$ cat src/rtl/hall_if.sv
// Phase-drive / Hall-feedback bundle between a motor driver (master) and the rotor model (slave).
interface hall_if #(
    parameter int CNT_W = 16
) ();
    logic             en;
    logic [CNT_W-1:0] dwell;
    logic [1:0]       A;
    logic [1:0]       B;
    logic [1:0]       C;
    logic [2:0]       H;
    logic             dir;
    logic             moving;
    logic             fault;
    logic [15:0]      pos;

    modport master (
        output en, dwell, A, B, C,
        input  H, dir, moving, fault, pos
    );

    modport slave (
        input  en, dwell, A, B, C,
        output H, dir, moving, fault, pos
    );
endinterface

$ cat src/rtl/hall_sensor_emulator.sv
// BLDC rotor model: watches six-step phase drive and advances the Hall sector after
// the drive has been held in a torque-producing pattern for a programmable dwell.
module hall_sensor_emulator #(
    parameter int INIT_IDX = 0,
    parameter int CNT_W    = 16
) (
    input  logic  clk,
    input  logic  rst,
    hall_if.slave bus
);

    typedef enum logic [1:0] {
        M_NONE = 2'd0,
        M_FWD  = 2'd1,
        M_REV  = 2'd2
    } match_e;

    logic [2:0]       idx_q, idx_d;
    logic [2:0]       h_q, h_d;
    logic [CNT_W-1:0] cnt_q, cnt_d;
    logic             dir_q, dir_d;
    logic             moving_q, moving_d;
    logic             fault_q, fault_d;
    logic [15:0]      pos_q, pos_d;
    match_e           last_q, last_d;

    logic [5:0]       drive;
    logic             shoot;
    logic             match_f;
    logic             match_r;
    logic             flip;
    logic [CNT_W-1:0] dwell_m1;
    logic [CNT_W-1:0] cnt_base;
    logic             at_tc;
    logic [2:0]       idx_inc;
    logic [2:0]       idx_dec;

    // Drive packed as {A,B,C}; each phase is {high-side, low-side}.
    function automatic logic [5:0] fwd_pat(input logic [2:0] i);
        logic [5:0] p;
        case (i)
            3'd0:    p = 6'b10_00_01;
            3'd1:    p = 6'b00_10_01;
            3'd2:    p = 6'b01_10_00;
            3'd3:    p = 6'b01_00_10;
            3'd4:    p = 6'b00_01_10;
            3'd5:    p = 6'b10_01_00;
            default: p = 6'b00_00_00;
        endcase
        return p;
    endfunction

    function automatic logic [5:0] rev_pat(input logic [2:0] i);
        logic [5:0] f;
        f = fwd_pat(i);
        return {f[4], f[5], f[2], f[3], f[0], f[1]};
    endfunction

    function automatic logic [2:0] hall_of(input logic [2:0] i);
        logic [2:0] h;
        case (i)
            3'd0:    h = 3'b101;
            3'd1:    h = 3'b100;
            3'd2:    h = 3'b110;
            3'd3:    h = 3'b010;
            3'd4:    h = 3'b011;
            3'd5:    h = 3'b001;
            default: h = 3'b000;
        endcase
        return h;
    endfunction

    always_comb begin
        drive    = {bus.A, bus.B, bus.C};
        shoot    = (bus.A == 2'b11) || (bus.B == 2'b11) || (bus.C == 2'b11);
        match_f  = (drive == fwd_pat(idx_q));
        match_r  = (drive == rev_pat(idx_q));
        // A F<->R flip discards the partial dwell; the flipping cycle counts as the first.
        flip     = (match_f && last_q == M_REV) || (match_r && last_q == M_FWD);
        cnt_base = flip ? '0 : cnt_q;
        dwell_m1 = (bus.dwell == '0) ? '0 : bus.dwell - CNT_W'(1);
        at_tc    = (cnt_base >= dwell_m1);
        idx_inc  = (idx_q == 3'd5) ? 3'd0 : idx_q + 3'd1;
        idx_dec  = (idx_q == 3'd0) ? 3'd5 : idx_q - 3'd1;

        idx_d    = idx_q;
        cnt_d    = cnt_q;
        dir_d    = dir_q;
        moving_d = moving_q;
        fault_d  = fault_q;
        pos_d    = pos_q;
        last_d   = last_q;

        if (shoot) begin
            fault_d  = 1'b1;
            cnt_d    = '0;
            moving_d = 1'b0;
            last_d   = M_NONE;
        end else if (fault_q) begin
            cnt_d    = '0;
            moving_d = 1'b0;
            last_d   = M_NONE;
        end else if (!bus.en) begin
            moving_d = 1'b0;
        end else if (match_f) begin
            moving_d = 1'b1;
            last_d   = M_FWD;
            if (at_tc) begin
                idx_d = idx_inc;
                pos_d = pos_q + 16'd1;
                dir_d = 1'b0;
                cnt_d = '0;
            end else begin
                cnt_d = cnt_base + CNT_W'(1);
            end
        end else if (match_r) begin
            moving_d = 1'b1;
            last_d   = M_REV;
            if (at_tc) begin
                idx_d = idx_dec;
                pos_d = pos_q - 16'd1;
                dir_d = 1'b1;
                cnt_d = '0;
            end else begin
                cnt_d = cnt_base + CNT_W'(1);
            end
        end else begin
            cnt_d    = '0;
            moving_d = 1'b0;
            last_d   = M_NONE;
        end

        h_d = hall_of(idx_d);
    end

    always_ff @(posedge clk) begin
        if (rst) begin
            idx_q    <= 3'(INIT_IDX);
            h_q      <= hall_of(3'(INIT_IDX));
            cnt_q    <= '0;
            dir_q    <= 1'b0;
            moving_q <= 1'b0;
            fault_q  <= 1'b0;
            pos_q    <= '0;
            last_q   <= M_NONE;
        end else begin
            idx_q    <= idx_d;
            h_q      <= h_d;
            cnt_q    <= cnt_d;
            dir_q    <= dir_d;
            moving_q <= moving_d;
            fault_q  <= fault_d;
            pos_q    <= pos_d;
            last_q   <= last_d;
        end
    end

    assign bus.H      = h_q;
    assign bus.dir    = dir_q;
    assign bus.moving = moving_q;
    assign bus.fault  = fault_q;
    assign bus.pos    = pos_q;

endmodule
$ cat src/flat_wrapper.sv
// flat-port wrapper written by rule: the top's interface ports become plain ports
module hall_sensor_emulator_flat 
#(
    parameter int INIT_IDX = 0,
    parameter int CNT_W    = 16
)
  (clk, rst, bus_en, bus_dwell, bus_A, bus_B, bus_C, bus_H, bus_dir, bus_moving, bus_fault, bus_pos);
  hall_if #(.CNT_W(CNT_W)) bus_i ();
  input  logic clk;
  input  logic rst;
  input wire logic [$bits(bus_i.en)-1:0] bus_en;
  input wire logic [$bits(bus_i.dwell)-1:0] bus_dwell;
  input wire logic [$bits(bus_i.A)-1:0] bus_A;
  input wire logic [$bits(bus_i.B)-1:0] bus_B;
  input wire logic [$bits(bus_i.C)-1:0] bus_C;
  output wire logic [$bits(bus_i.H)-1:0] bus_H;
  output wire logic [$bits(bus_i.dir)-1:0] bus_dir;
  output wire logic [$bits(bus_i.moving)-1:0] bus_moving;
  output wire logic [$bits(bus_i.fault)-1:0] bus_fault;
  output wire logic [$bits(bus_i.pos)-1:0] bus_pos;
  assign bus_i.en = bus_en;
  assign bus_i.dwell = bus_dwell;
  assign bus_i.A = bus_A;
  assign bus_i.B = bus_B;
  assign bus_i.C = bus_C;
  assign bus_H = bus_i.H;
  assign bus_dir = bus_i.dir;
  assign bus_moving = bus_i.moving;
  assign bus_fault = bus_i.fault;
  assign bus_pos = bus_i.pos;
  hall_sensor_emulator #(.INIT_IDX(INIT_IDX), .CNT_W(CNT_W)) u_core (.clk(clk), .rst(rst), .bus(bus_i));
endmodule
$ cat config.mk
export PLATFORM = sky130hd
export DESIGN_NAME = hall_sensor_emulator_flat
export DESIGN_NICKNAME = d
export VERILOG_FILES = /design/src/rtl/hall_if.sv /design/src/rtl/hall_sensor_emulator.sv /design/src/flat_wrapper.sv
export SDC_FILE = /design/constraint.sdc
export NUM_CORES = 1
export LEC_CHECK = 0
export CORE_MARGIN = 2
export CORE_UTILIZATION = 62
export CTS_BUF_LIST = sky130_fd_sc_hd__clkbuf_8
export CTS_CLUSTER_SIZE = 25
export DETAILED_ROUTE_END_ITERATION = 16
export PLACE_DENSITY_LB_ADDON = 0.2
export SLEW_MARGIN = 20
export SYNTH_ARGS = -nofsm -noshare
export SYNTH_HDL_FRONTEND = slang
export SYNTH_SLANG_ARGS = --single-unit
$ cat constraint.sdc
create_clock -name clk -period 10.25 [get_ports clk]
set_input_delay 2.05 -clock clk [delete_from_list [all_inputs] [get_ports clk]]
set_output_delay 2.05 -clock clk [all_outputs]
set_load 0.02 [all_outputs]
==> results.toml <==
[power]
power.net_switching_uw = 84.1
vdd_ir_max_mv = 0.0679
power-per-cell-area_nw_per_um2 = 75.3
power.static_leakage_nw = 1.62
switching_share_pct = 26.5
pwr-share-comb_pct = 13.3
finalPower_uw = 317
clockPowerShare_pct = 34.0
internal_power_uw = 233
seq_power_share_pct = 52.8

[global_route]
largest_net_degree_at_the_start_of_global_routing = 25
grt_pass1_vias = 3134
overflow = 0
grt_usage_pct = 26.4
antenna_found_initial = 0
grt_pass1_wl_um = 14000

[synth]
netlist-cell-type-count = 71
ys_async_sr_fraction_pct = 0
dominantRegCellSynth = "sky130_fd_sc_hd__dfxtp_1"
post-synth-top-count-cell = "sky130_fd_sc_hd__nand2_1"
mappedNetlistNets = 535
ys_ff_latch = 43
synth_top_area_cell = "sky130_fd_sc_hd__dfxtp_1"
synth_top_area_share_pct = 23.4
yosys-top-cells-area = "sky130_fd_sc_hd__dfxtp_1, sky130_fd_sc_hd__ha_1, sky130_fd_sc_hd__nand2_1, sky130_fd_sc_hd__a21oi_1, sky130_fd_sc_hd__xnor2_1"
synth_enable_flop_cells = 0
synthesis.area_um2 = 3670
yosys_warnings = 0
synth.top_cells.by_count = "sky130_fd_sc_hd__nand2_1, sky130_fd_sc_hd__dfxtp_1, sky130_fd_sc_hd__a21oi_1, sky130_fd_sc_hd__ha_1, sky130_fd_sc_hd__nor2_1"
post_synthesis_cells = 476
syn_avg_cell_area_um2 = 7.72
register_area_share_after_synthesis_pct = 23.4

[min_path]
worst_hold_path_type = "register to register"
holdCritStartpoint = "u_core.bus.pos[10]"

[detailed_routing]
post_drt_via_cell_ratio = 6.19
route.detailed.wl_per_inst_um = 14.7
detailedRoute.firstPassIterationCount = 5
dr_total_vias = 3630
routed_wirelength_um = 8590
drtIter0Drc = 235
detail-route-antenna-nets = 0
number_of_drc_violations_after_detailed_routing = 0

[die]
initial_core_utilization_pct = 63.2
pin_count = 47
fp.coreArea_um2 = 5820
dieArea_um2 = 6560
die-width_um = 81.0
std_cell_rows = 28
dieHeight_um = 81.0

[finish]
drive_gt1_share_pct = 4.89
finish.utilization_pct = 72.5
finalNonFillerCells = 586
final_net_count = 569
antenna_diode_count = 0
design_area_um2 = 4220
area_delta_synth_final_pct = 14.7

[job]
maxCapViolCount = 0

[timing]
final_slew_violations = 0
finalWorstSetupSlack_ps = 3230
max_clock_freq_ghz = 0.142
final_hold_viols = 0
worst_skew_ps = 3.98
tns_setup_ps = 0
max_slew.worst_pin.slew_ps = 913
fin_worst_hold_slack_ps = 469
worst_slew_margin_rel_pct = 39.1
final.min_clock_period_ps = 7020
finalSetupViolCount = 0
unrepaired_setup_endpoints_after_global_routing = "no"
final_min_period_over_clock_period_pct = 68.5

[worst_setup_path]
r2r_cells = 18
critPathKind = "primary input to register"
cp.arrival_ps = 7250
critPathMaxFanout = 24
worst-r2r-setup-slack_ps = 4460
reg2reg_to = "u_core.bus.H[2]"
rr_startpoint = "u_core.idx_q[0]"
startpoint = "bus_A[0]"
crit_path_end = "u_core.bus.H[2]"
worst-endpoint-required_ps = 10480
startpoint_type = "primary input"
endpoint_kind = "register"

[status]
outcome = "finished, final reports clean"

[clock_network]
postCtsSetupBuffers = 0
clk-insertion-delay-late_ps = 300
cts-root-buf = "sky130_fd_sc_hd__clkbuf_8"
clock_tree.htree_level_count = 2
clock_sink_count = 43
cts_repair_resize_count = 0
cts_buffer_depth = 2
cts_inserted_buffers = 5
cts_hold_buffers = 0
cts.clk_slew.worst_paths_ps = 80
cts_tree = "yes"

[place]
dp_cells = 578
place.gp.congestion = 0.839
pre_cts_ws_ps = 3020
dpl.hpwl_um = 6480
dpl-instance-area_um2 = 4130
io_buffers = 46
## layer usage
layer	global-route usage, %	vias to the layer above	part of all wire [%]
li1	-	1818	-
met1	36.0	1700	46
met2	43.8	101	48
met3	4.11	11	4.5
met4	6.61	0	0.92
met5	0	-	0
## placed cells by master (no fill, tap or decap), types with 9 or more instances in the layout
| cell type | n |
|---|---|
| sky130_fd_sc_hd__xnor2_1 | 19 |
| sky130_fd_sc_hd__nor3_1 | 14 |
| sky130_fd_sc_hd__nand3_1 | 9 |
| sky130_fd_sc_hd__and3_1 | 11 |
| sky130_fd_sc_hd__inv_1 | 16 |
| sky130_fd_sc_hd__dfxtp_1 | 43 |
| sky130_fd_sc_hd__nor2_1 | 32 |
| sky130_fd_sc_hd__a31oi_1 | 15 |
| sky130_fd_sc_hd__nand2_1 | 63 |
| sky130_fd_sc_hd__xor2_1 | 11 |
| sky130_fd_sc_hd__and2_1 | 15 |
| sky130_fd_sc_hd__ha_1 | 33 |
| sky130_fd_sc_hd__clkdlybuf4s50_1 | 46 |
| sky130_fd_sc_hd__a21oi_1 | 40 |
| sky130_fd_sc_hd__o21ai_0 | 10 |
## sequential cells by signal, summed over array words and instances (netlist names)
| signal | cells |
|---|---|
| u_core.bus.H | 3 |
| u_core.last_q | 2 |
| u_core.bus.pos | 16 |
| u_core.bus.moving | 1 |
| u_core.bus.dir | 1 |
| u_core.cnt_q | 16 |
| u_core.bus.fault | 1 |
| u_core.idx_q | 3 |
## critical path, cell delays in order
cell	delay (ps)
sky130_fd_sc_hd__clkdlybuf4s50_1	600
sky130_fd_sc_hd__xnor2_1	170
sky130_fd_sc_hd__mux2_1	340
sky130_fd_sc_hd__o22ai_1	300
sky130_fd_sc_hd__nor3_2	160
sky130_fd_sc_hd__a22oi_2	760
sky130_fd_sc_hd__and2_1	230
sky130_fd_sc_hd__ha_1	160
sky130_fd_sc_hd__o21ai_0	90
sky130_fd_sc_hd__a2111oi_0	560
sky130_fd_sc_hd__nand2_1	120
sky130_fd_sc_hd__o211ai_1	510
sky130_fd_sc_hd__nand2_1	220
sky130_fd_sc_hd__nor2_2	600
sky130_fd_sc_hd__o21ai_0	190
sky130_fd_sc_hd__a31oi_1	190
## power by group through the flow
stage,Combinational [mW],Clock (mW),Sequential (mW)
floorplan,0.0228,0,0.172
global placement,0.0405,0,0.172
detailed placement,0.0416,0,0.172
CTS,0.0419,0.110,0.168
global route,0.0465,0.115,0.168
finish,0.0421,0.108,0.168
## kinds of logic (layout without fill, tap and decap cells)
| group | after synthesis | count (layout) | synth area share (%) |
|---|---|---|---|
| AOI/OAI and AO/OA | 129 | 129 | 24.2 |
| xor gates and xnor gates | 30 | 30 | 7.15 |
| adders and majority gates | 34 | 34 | 11.8 |
| buffers and inverters | 38 | 73 | 4.70 |
| DFF | 43 | 43 | 23.4 |
| muxes | 3 | 3 | 0.851 |
| and+or+nand+nor | 199 | 199 | 27.9 |
## layout make-up
cell class	instances	area, um2
clock buffers	5	68.8
clock inverters	3	16.3
fillers	497	1600
inverters	18	67.6
multi-input cells	395	2640
flip-flops and latches	43	861
well taps	75	93.8
repair buffers	47	468
## worst min path at each step
stage                          to  slack, ps  cells after the start
6_report       u_core.bus.pos[10]        470                      2
5_1_grt        u_core.bus.pos[13]        500                      2
4_1_cts        u_core.bus.pos[10]        480                      2
3_5_place_dp   u_core.bus.pos[10]        460                      2
3_3_place_gp     u_core.cnt_q[15]        460                      2
2_1_floorplan    u_core.cnt_q[15]        440                      2
Note: power is estimated with default switching activity, not from simulation.
